**config.mk**
```make
export PLATFORM = sky130hd
export DESIGN_NAME = seg7_scan_decoder
export DESIGN_NICKNAME = d
export VERILOG_FILES = /design/src/rtl/seg7_scan_decoder.sv
export SDC_FILE = /design/constraint.sdc
export NUM_CORES = 1
export LEC_CHECK = 0
export BUFFER_PORTS_ARGS = -buffer_cell sky130_fd_sc_hd__buf_2
export CAP_MARGIN = 20
export CORE_MARGIN = 5
export CORE_UTILIZATION = 40
export CTS_BUF_LIST = sky130_fd_sc_hd__clkbuf_4 sky130_fd_sc_hd__clkbuf_8 sky130_fd_sc_hd__clkbuf_16
export DETAILED_ROUTE_END_ITERATION = 8
export HOLD_SLACK_MARGIN = 0.05
export MAX_ROUTING_LAYER = met4
export PLACE_DENSITY = 0.62
export SKIP_CTS_REPAIR_TIMING = 1
export SYNTH_ARGS = -nofsm -noshare
export SYNTH_HDL_FRONTEND = slang
export SYNTH_SLANG_ARGS = --single-unit
```
**constraint.sdc**
```tcl
create_clock -name clk -period 3.3 [get_ports clk]
set_input_delay 0.495 -clock clk [delete_from_list [all_inputs] [get_ports clk]]
set_output_delay 0.495 -clock clk [all_outputs]
set_load 0.01 [all_outputs]
```
**src/rtl/seg7_scan_decoder.sv**
```systemverilog
// Recovers BCD digits from a multiplexed active-low 7-segment bus, with per-position stability filter.
// Latency: sample -> filter state on edge k, committed digits/valid/err/upd on edge k+1; an_err one edge after a bad select.
// No backpressure: the bus is observed every cycle and there is no flow control on either side.
module seg7_scan_decoder #(
  parameter int NDIG   = 4,
  parameter int STABLE = 3
) (
  input  logic              clk,
  input  logic              reset,
  input  logic [6:0]        seg,
  input  logic [NDIG-1:0]   an,
  output logic [4*NDIG-1:0] digits,
  output logic [NDIG-1:0]   valid,
  output logic [NDIG-1:0]   err,
  output logic              upd,
  output logic              an_err
);

  localparam int CW = $clog2(STABLE + 1);
  localparam int IW = (NDIG > 1) ? $clog2(NDIG) : 1;
  localparam logic [CW-1:0] CNT_MAX = CW'(STABLE);

  typedef enum logic [1:0] {PAT_DIGIT, PAT_BLANK, PAT_ILLEGAL} pat_class_e;

  typedef struct packed {
    pat_class_e cls;
    logic [3:0] val;
  } dec_t;

  // gfedcba active-low pattern classifier
  function automatic dec_t decode(input logic [6:0] p);
    dec_t d;
    d.cls = PAT_DIGIT;
    d.val = 4'd0;
    case (p)
      7'b1000000: d.val = 4'd0;
      7'b1111001: d.val = 4'd1;
      7'b0100100: d.val = 4'd2;
      7'b0110000: d.val = 4'd3;
      7'b0011001: d.val = 4'd4;
      7'b0010010: d.val = 4'd5;
      7'b0000010: d.val = 4'd6;
      7'b1111000: d.val = 4'd7;
      7'b0000000: d.val = 4'd8;
      7'b0010000: d.val = 4'd9;
      7'b1111111: d.cls = PAT_BLANK;
      default:    d.cls = PAT_ILLEGAL;
    endcase
    return d;
  endfunction

  logic [6:0]    last_pat [NDIG];
  logic [CW-1:0] cnt      [NDIG];

  // commit pipeline register between filter and output stage
  logic          cm_vld;
  logic [IW-1:0] cm_idx;
  logic [6:0]    cm_pat;

  logic [NDIG-1:0] an_low;
  logic            sample;
  logic            bad_sel;
  logic [IW-1:0]   sel_idx;
  logic            same;
  logic            saturated;
  logic [CW-1:0]   nxt_cnt;
  logic            commit;

  // decode the anode bus: which position (if any) is being driven this cycle
  always_comb begin
    an_low  = ~an;
    sample  = $onehot(an_low);
    bad_sel = !sample && (an_low != '0);
    sel_idx = '0;
    for (int i = 0; i < NDIG; i++) begin
      if (an_low[i]) sel_idx = IW'(i);
    end
  end

  // stability filter for the selected position; commit fires once, when the count first reaches STABLE
  always_comb begin
    same      = (seg == last_pat[sel_idx]);
    saturated = same && (cnt[sel_idx] == CNT_MAX);
    if (!same)          nxt_cnt = CW'(1);
    else if (saturated) nxt_cnt = cnt[sel_idx];
    else                nxt_cnt = cnt[sel_idx] + CW'(1);
    commit = sample && !saturated && (nxt_cnt == CNT_MAX);
  end

  // filter state, commit request and select-error flag
  always_ff @(posedge clk or posedge reset) begin
    if (reset) begin
      for (int i = 0; i < NDIG; i++) begin
        last_pat[i] <= 7'h7F;
        cnt[i]      <= '0;
      end
      cm_vld <= 1'b0;
      cm_idx <= '0;
      cm_pat <= 7'h7F;
      an_err <= 1'b0;
    end else begin
      an_err <= bad_sel;
      cm_vld <= commit;
      cm_idx <= sel_idx;
      cm_pat <= seg;
      if (sample) begin
        last_pat[sel_idx] <= seg;
        cnt[sel_idx]      <= nxt_cnt;
      end
    end
  end

  dec_t       cm_dec;
  logic [3:0] old_dig;
  logic [3:0] new_dig;
  logic       new_vld;
  logic       new_err;
  logic       changed;

  // resulting outputs for the committing position and whether anything actually moves
  always_comb begin
    cm_dec  = decode(cm_pat);
    old_dig = digits[{cm_idx, 2'b00} +: 4];
    new_dig = (cm_dec.cls == PAT_DIGIT) ? cm_dec.val : old_dig;
    new_vld = (cm_dec.cls == PAT_DIGIT);
    new_err = (cm_dec.cls == PAT_ILLEGAL);
    changed = cm_vld && ((new_dig != old_dig) || (new_vld != valid[cm_idx]) ||
                         (new_err != err[cm_idx]));
  end

  // registered outputs; upd only when a commit alters something
  always_ff @(posedge clk or posedge reset) begin
    if (reset) begin
      digits <= '0;
      valid  <= '0;
      err    <= '0;
      upd    <= 1'b0;
    end else begin
      upd <= changed;
      if (cm_vld) begin
        digits[{cm_idx, 2'b00} +: 4] <= new_dig;
        valid[cm_idx]                <= new_vld;
        err[cm_idx]                  <= new_err;
      end
    end
  end

endmodule

```
==> results of run 1 <==
state kept, by name, summed over array words and instances (netlist names):
name / cells
cm_pat: 7
an_err: 1
upd: 1
last_pat: 28
cnt: 8
err: 4
cm_idx: 2
digits: 16
cm_vld: 1
valid: 4
cell usage in the layout, fill, tap and decap left out, types with 9 or more instances in the layout:
cell      netlist  final
dfstp_2        35     35
mux2_2         26     26
o21ai_0        31     31
ha_1            9      9
buf_2           4     38
nand2_1        42     42
clkbuf_8        0     10
inv_1          18     17
dfrtp_1        37     37
nor2_1         12     12
area by class of cell:
class	instances	share of cell area, %
Clock buffer	12	3.86
Sequential cell	72	41.9
Timing Repair Buffer	44	5.34
Tap cell	133	3.78
Multi-Input combinational cell	238	42.3
Inverter	20	1.70
Clock inverter	4	1.16
metal layers:
| layer | share of wire, % | vias up | GRT usage (%) |
|---|---|---|---|
| met5 | 0 | - | - |
| met3 | 4.3 | 18 | 3.64 |
| met2 | 48 | 61 | 24.9 |
| li1 | - | 1336 | - |
| met1 | 46 | 1374 | 20.7 |
| met4 | 2.3 | 0 | 6.58 |
power by group:
part | internal, mW | switching, mW | total (mW)
logic | 0.280 | 0.244 | 0.524
registers | 1.19 | 0.135 | 1.33
clock network | 0.425 | 0.344 | 0.769
critical path, cell delays in order:
cell	delay, ns
buf_2	0.19
fa_1	0.50
inv_1	0.04
ha_1	0.18
ha_1	0.27
nor2_1	0.13
and2_1	0.20
nand2_1	0.12
nor2_2	0.39
mux2_2	0.40
worst min-delay path by stage:
stage | cells past startpoint | slack, ns | endpoint | start
2_1_floorplan | 2 | 0.45 | cnt[7] | cnt[7]
5_1_grt | 1 | 0.28 | cm_pat[6] | seg[6]
3_3_place_gp | 2 | 0.46 | cnt[7] | cnt[7]
6_report | 1 | 0.30 | cm_pat[6] | seg[6]
4_1_cts | 1 | 0.28 | cm_pat[6] | seg[6]
3_5_place_dp | 2 | 0.47 | cnt[7] | cnt[7]
cell families after synthesis:
kind of cell / synth area share, %
DFF: 47.6
xor gates and xnor gates: 2.71
and+or+nand+nor: 12.5
adders and majority gates: 3.42
AOI/OAI and AO/OA: 15.8
buffers and inverters: 4.39
muxes: 13.7
==> reports/metrics.csv, run 1 <==
stage;metric;value;unit
grt;All-Layer GR Usage;16.2;%
worst_setup_path;largest fanout on the critical path;14;
yosys;Synth top area share;23.9;%
worst_setup_path;RR Endpoint;digits[2];
sta;skew final;0.0189;ns
sta;Tcrit/Tclk final;80.2;%
worst_setup_path;critical path required time;3.57;ns
grt;initial antenna violation count;0;
die;core footprint;9590;sq um
cells_and_area;post-route cell area;4410;sq um
status;status;finished, final reports clean;
cells_and_area;Non-Filler Instances;523;
grt;first-pass GRT wire length;14.4;mm
yosys;sequential fraction of the synthesis area;47.6;%
route;drt total wl;8.60;mm
yosys;Avg Inst Size Synth;11.2;sq um
yosys;EDFF count, synth;0;
place;GP Congestion;0.876;
grt;pin count of the biggest net entering global routing;30;
cts;clock latency on the worst-skew pair;0.35;ns
cells_and_area;area growth from synthesis to layout;13.6;%
yosys;most common cell in the synthesized netlist;nand2_1;
place;Area after DPL;4190;sq um
flow_run;max-cap viol count;0;
cells_and_area;# nets final;408;
worst_setup_path;critical path class;in -> reg;
sta;final setup TNS;0;ns
die;Die Y;108;microns
yosys;post-synth top area cell;dfrtp_1;
cts;CTS Sinks;72;
sta;RSZ-0062 raised after global routing;no;
cells_and_area;Antenna Cells;0;
yosys;cells after synthesis;346;
yosys;post-synth cell types;68;
yosys;Synth Cell Area;3880;sq um
cells_and_area;sequential standard cell area;1850;sq um
worst_setup_path;Worst Setup SP;an[3];
route;DRC Markers;0;
power;PD cells;595;nW/um^2
sta;worst-margin pin slew;0.603;ns
worst_setup_path;CP endpoint kind;register;
yosys;Syn Nets;369;
cts;clock buffer depth;2;
worst_setup_path;R2R Setup Slk;0.97;ns
yosys;largest cells by area after synthesis;dfrtp_1, dfstp_2, mux2_2;
route;via count;2789;
route;vias per cell;5.33;
worst_setup_path;Setup crit start kind;input port;
power;leakage;1.94;nW
sta;Worst slew margin;59.7;%
sta;Hold WS;0.298;ns
worst_setup_path;worst r2r src;cm_idx[0];
worst_setup_path;Reg2Reg Depth;4;
route;WL/cell;16.4;microns
place;placed cells;507;
die;Starting Density;40.4;%
grt;GRT overflow;0;
die;die width;108;microns
hold_path;HP Class;in -> reg;
yosys;FFs w/ async S/R, synth;100;%
die;IO Pins;39;
place;Detailed Place HPWL;6.18;mm
grt;number of global-route vias before repair;2823;
cells_and_area;layout cells sized above 1;37.4;%
yosys;Post-synth top flop;dfrtp_1;
sta;clock period minus worst slack;2.65;ns
power;maximum VDD drop;0.369;mV
place;port buffer count;38;
route;violation count after the first detailed-route iteration;94;
sta;f_max;378;MHz
route;Post-DRT Antenna Nets;0;
yosys;Ys Warns;0;
cts;CTS Buf Count;9;
yosys;Post-synth top cells;nand2_1, dfrtp_1, dfstp_2;
power;total power;2.62;mW
cts;Root Driver;clkbuf_8;
cts;CTS tree;built;
sta;min setup slack post-route;0.654;ns
sta;Final Max Slew Viols;0;
die;# rows;36;
sta;final setup violation count;0;
yosys;Seq cells post-synth;72;
cells_and_area;utilization after layout;45.9;%
sta;Fin. Hold Viols;0;
route;DR pass1 iterations;6;
cells_and_area;multi-input logic area;1860;sq um
place;Post-Place Setup Slack;0.313;ns
cells_and_area;Fill cells;920;
worst_setup_path;worst endpoint data arrival time;2.92;ns
cts;Clock H-tree levels;3;
cts;Clock transition at path regs;0.08;ns
die;full die area;11800;sq um
worst_setup_path;CP Capture Point;last_pat[19];
Power figures use the tool's default switching activity.
==> inputs of run 2 (changes only) <==
==> constraint.sdc (replaced) <==
create_clock -name clk -period 2.76 [get_ports clk]
set_input_delay 0.414 -clock clk [delete_from_list [all_inputs] [get_ports clk]]
set_output_delay 0.414 -clock clk [all_outputs]
set_load 0.01 [all_outputs]
==> run 2 against run 1 <==
Compared with the run above:
- cell count is 0.76% higher
- sequential cell count stayed put
- clock power is 26% higher
- combinational power is 20% higher
- non-clock buffer count is 4 higher
- first-iteration DRC count is 15% higher
==> reports/metrics.csv, run 2 (synthesized netlist as in run 1, its figures left out) <==
stage;metric;value;unit
status;status;finished, final reports clean;
worst_setup_path;critical path class;in -> reg;
flow_run;max-cap viol count;0;
cells_and_area;utilization after layout;46.5;%
die;Starting Density;40.4;%
route;WL/cell;16.3;microns
sta;skew final;0.0179;ns
cts;CTS Buf Count;9;
die;full die area;11800;sq um
grt;initial antenna violation count;0;
sta;RSZ-0062 raised after global routing;no;
route;via count;2830;
worst_setup_path;worst endpoint data arrival time;2.61;ns
cells_and_area;flip-flop count of the largest register after layout;28;
route;violation count after the first detailed-route iteration;108;
sta;worst-margin pin slew;0.587;ns
die;# rows;36;
sta;final setup TNS;0;ns
cells_and_area;most frequent cells in the layout;nand2_1, buf_2, dfrtp_1;
cts;Root Driver;clkbuf_8;
place;port buffer count;38;
worst_setup_path;Critical path buffers and inverters;3;
die;Die Y;108;microns
worst_setup_path;delay-heaviest family, CP;adder cells;
cells_and_area;Antenna Cells;0;
sta;Fin. Hold Viols;0;
grt;All-Layer GR Usage;16.1;%
place;GP Congestion;0.863;
cells_and_area;area growth from synthesis to layout;15.1;%
cts;clock buffer depth;2;
cells_and_area;Biggest register;last_pat;
worst_setup_path;largest fanout on the critical path;6;
grt;GRT overflow;0;
cells_and_area;sequential standard cell area;1850;sq um
route;drt total wl;8.57;mm
die;core footprint;9590;sq um
worst_setup_path;Reg2Reg Depth;4;
sta;Final Max Slew Viols;0;
worst_setup_path;critical path's largest stage delay;0.53;ns
die;IO Pins;39;
sta;f_max;425;MHz
cells_and_area;most common cell after layout, fill and taps aside;nand2_1;
worst_setup_path;critical path depth;11;
die;die width;108;microns
cells_and_area;post-route cell area;4460;sq um
route;DRC Markers;0;
grt;pin count of the biggest net entering global routing;48;
route;vias per cell;5.37;
worst_setup_path;most used cell, CP;ha_1;
hold_path;HP Class;in -> async;
cts;clock latency on the worst-skew pair;0.34;ns
worst_setup_path;critical path required time;3.02;ns
cells_and_area;Fill cells;899;
route;Post-DRT Antenna Nets;0;
cells_and_area;Non-Filler Instances;527;
place;Detailed Place HPWL;6.08;mm
sta;clock period minus worst slack;2.36;ns
sta;Hold WS;0.129;ns
worst_setup_path;Setup crit start kind;input port;
place;placed cells;511;
cells_and_area;multi-input logic area;1860;sq um
power;maximum VDD drop;0.411;mV
cts;Clock transition at path regs;0.09;ns
route;DR pass1 iterations;4;
sta;final setup violation count;0;
power;leakage;1.98;nW
grt;first-pass GRT wire length;14.3;mm
cts;CTS tree;built;
worst_setup_path;CP max-delay cell;fa_1;
worst_setup_path;CP cell instances;buf_2, fa_1, inv_1, ha_1, ha_1, nor2_1, and2_1, nand2_1, nor2_2, buf_4, mux2_2;
place;Area after DPL;4230;sq um
worst_setup_path;CP endpoint kind;register;
cells_and_area;# nets final;412;
grt;number of global-route vias before repair;2827;
cells_and_area;Top Registers;last_pat: 28 flops, digits: 16 flops, cnt: 8 flops;
sta;Tcrit/Tclk final;85.3;%
cells_and_area;layout cells sized above 1;38.1;%
cts;CTS Sinks;72;
cts;Clock H-tree levels;3;
sta;Worst slew margin;60.8;%
power;PD cells;712;nW/um^2
run 2: changes by cell type in the layout (fill, tap and decap cells not counted):
cell and delta:
buf_4 +3, buf_12 +1, bufinv_16 +1, clkbuf_8 -1, clkinv_2 +1, clkinvlp_4 -1
run 2: metrics by stage:
step	total power, mW	worst slack, ns
after floorplan	2.08	0.233
after global placement	2.21	0.128
after detailed placement	2.23	0.0518
after CTS	3.21	0.409
after global routing	3.37	0.264
final	3.18	0.405
run 2: final cells by class:
cell class,instances,area share (%)
well taps,133,3.73
repair buffers,48,6.22
clock inverters,5,1.77
inverters,20,1.68
flip-flops and latches,72,41.4
multi-input cells,238,41.7
clock buffers,11,3.50
run 2: path summary, 6_finish.rpt:
check / to / startpoint / slack (ns)
setup / recovery: last_pat[20] / an[0] / 0.40
hold / removal: digits[5] / reset / 0.13
setup reg to reg: digits[2] / cm_idx[0] / 0.43
hold reg to reg: last_pat[27] / last_pat[27] / 0.49
max in group asynchronous: last_pat[8] / reset / 1.92
min in group clk: cm_pat[6] / seg[6] / 0.24
run 2: routing by layer:
metal | up-vias | GRT usage [%] | part of all wire [%]
met5 | - | - | 0
met4 | 0 | 6.22 | 1.8
met3 | 10 | 2.45 | 4.6
met2 | 70 | 25.9 | 49
met1 | 1410 | 20.5 | 45
li1 | 1340 | - | -
run 2: where the power goes:
part / total, mW / switching (mW) / internal (mW)
clock: 0.972 / 0.398 / 0.573
combinational: 0.627 / 0.286 / 0.342
sequential: 1.58 / 0.156 / 1.42
==> inputs of run 3 (changes only) <==
--- a/config.mk
+++ b/config.mk
@@ -5,15 +5,15 @@
 export SDC_FILE = /design/constraint.sdc
 export NUM_CORES = 1
 export LEC_CHECK = 0
-export BUFFER_PORTS_ARGS = -buffer_cell sky130_fd_sc_hd__buf_2
 export CAP_MARGIN = 20
-export CORE_MARGIN = 5
 export CORE_UTILIZATION = 40
 export CTS_BUF_LIST = sky130_fd_sc_hd__clkbuf_4 sky130_fd_sc_hd__clkbuf_8 sky130_fd_sc_hd__clkbuf_16
+export CTS_CLUSTER_DIAMETER = 60
 export DETAILED_ROUTE_END_ITERATION = 8
+export DONT_BUFFER_PORTS = 1
 export HOLD_SLACK_MARGIN = 0.05
 export MAX_ROUTING_LAYER = met4
-export PLACE_DENSITY = 0.62
+export PLACE_DENSITY = 0.58
 export SKIP_CTS_REPAIR_TIMING = 1
 export SYNTH_ARGS = -nofsm -noshare
 export SYNTH_HDL_FRONTEND = slang
==> run 3 against run 2 <==
Compared with the run above:
- cell count decreased by 7.2%
- clock power is 17% lower
- count of clock-buffer cells in the layout down 1
- worst setup slack worse by 0.015 ns
- sequential share of layout area up 1.8 points
- maximum frequency decreased by 0.63%
==> reports/metrics.csv, run 3 (synthesized netlist as in run 1, its figures left out) <==
stage;metric;value;unit
worst_setup_path;Setup crit start kind;input port;
route;drt total wl;8.37;mm
worst_setup_path;critical path class;in -> reg;
route;DRC Markers;0;
grt;first-pass GRT wire length;13.7;mm
place;GP Congestion;0.793;
grt;GRT overflow;0;
route;vias per cell;5.50;
grt;pin count of the biggest net entering global routing;58;
place;port buffer count;0;
die;die width;100;microns
cts;clock latency on the worst-skew pair;0.34;ns
cells_and_area;Antenna Cells;0;
cells_and_area;post-route cell area;4270;sq um
cts;Clock transition at path regs;0.08;ns
grt;initial antenna violation count;0;
power;sequential power share;53.1;%
worst_setup_path;largest fanout on the critical path;9;
flow_run;max-cap viol count;0;
cts;CTS Sinks;72;
sta;final setup TNS;0;ns
die;core footprint;9330;sq um
route;violation count after the first detailed-route iteration;113;
die;# rows;35;
cells_and_area;most common cell after layout, fill and taps aside;nand2_1;
die;IO Pins;39;
power;NetSw;0.822;mW
power;Int Power;2.18;mW
power;maximum VDD drop;0.418;mV
sta;f_max;422;MHz
cells_and_area;most frequent cells in the layout;nand2_1, dfrtp_1, dfstp_2;
die;Die Y;100;microns
cts;clock buffer depth;2;
cts;CTS tree;built;
die;full die area;10100;sq um
power;switching share of power;27.3;%
cells_and_area;layout cells sized above 1;30.0;%
sta;skew final;0.00632;ns
sta;Fin. Hold Viols;0;
cells_and_area;utilization after layout;45.8;%
sta;Final Max Slew Viols;0;
sta;final setup violation count;0;
cells_and_area;flip-flop count of the largest register after layout;28;
cells_and_area;Top Registers;last_pat: 28 flops, digits: 16 flops, cnt: 8 flops;
place;Detailed Place HPWL;5.90;mm
power;PD cells;703;nW/um^2
cts;Clock H-tree levels;3;
hold_path;HP Class;in -> reg;
sta;clock period minus worst slack;2.37;ns
cells_and_area;area growth from synthesis to layout;10.2;%
cts;CTS Buf Count;9;
die;Starting Density;41.6;%
worst_setup_path;worst endpoint data arrival time;2.64;ns
grt;number of global-route vias before repair;2611;
power;Gate power share;19.9;%
grt;All-Layer GR Usage;18.6;%
worst_setup_path;CP endpoint kind;register;
cells_and_area;# nets final;378;
status;status;finished, final reports clean;
sta;Tcrit/Tclk final;85.9;%
sta;RSZ-0062 raised after global routing;no;
route;Post-DRT Antenna Nets;0;
cts;Root Driver;clkbuf_8;
cells_and_area;Biggest register;last_pat;
route;via count;2688;
sta;worst-margin pin slew;0.565;ns
worst_setup_path;critical path required time;3.03;ns
route;DR pass1 iterations;4;
cells_and_area;Fill cells;887;
place;Area after DPL;4000;sq um
route;WL/cell;17.1;microns
sta;Worst slew margin;62.3;%
power;Clock Power Share;26.9;%
power;leakage;1.78;nW
run 3: cell count changes in the layout (fill, tap and decap cells not counted), sizes merged:
cell,change
dlygate4sd3,+8
clkinvlp,+2
buf,-42
bufinv,-1
clkbuf,-1
run 3: layer usage:
layer  global-route usage (%)  wire (microns)
met5                        -               0
met4                     7.69             161
met3                     4.72             371
met2                     27.1            4060
met1                     24.8            3780
run 3: per-stage QoR:
step	worst slack, ns	hold slack (ns)	total power, mW	std cells
detailed placement	0.0361	0.310	2.20	465
global route	0.270	0.138	3.18	489
finish	0.390	0.160	3.01	489
global placement	0.0981	0.290	2.17	465
floorplan	0.233	0.418	2.08	346
CTS	0.404	-0.0706	3.03	481
run 3: critical path: stages:
cell,delay [ns]
fa_1,0.52
inv_1,0.04
ha_1,0.17
ha_1,0.27
nor2_1,0.13
and2_1,0.20
nand2_1,0.12
nor2_2,0.38
mux2_2,0.40
run 3: cell type report:
type | instances | area (sq um) | share of cell area, %
clock inverter | 6 | 60.1 | 1.41
clock buffer | 10 | 131 | 3.07
inverter | 20 | 75.1 | 1.76
tap | 129 | 161 | 3.78
timing repair buffer | 14 | 138 | 3.22
multi-input combinational | 238 | 1860 | 43.6
sequential | 72 | 1850 | 43.2
run 3: final timing paths:
check	startpoint	endpoint	slack [ns]	cells after the start
min in group asynchronous	reset	an_err	0.50	2
setup / recovery	an[0]	last_pat[20]	0.39	9
hold reg to reg	cnt[7]	cnt[7]	0.48	2
max in group asynchronous	reset	cm_pat[6]	1.59	3
hold / removal	an[1]	cnt[5]	0.16	1
setup reg to reg	cm_idx[0]	upd	0.46	4
run 3: power by group through the flow:
| stage | clock, mW | sequential, mW | combinational, mW |
|---|---|---|---|
| 2_1_floorplan | 0 | 1.55 | 0.527 |
| 3_3_place_gp | 0 | 1.60 | 0.567 |
| 3_5_place_dp | 0 | 1.61 | 0.592 |
| 4_1_cts | 0.837 | 1.59 | 0.594 |
| 5_1_grt | 0.889 | 1.63 | 0.661 |
| 6_report | 0.810 | 1.60 | 0.600 |
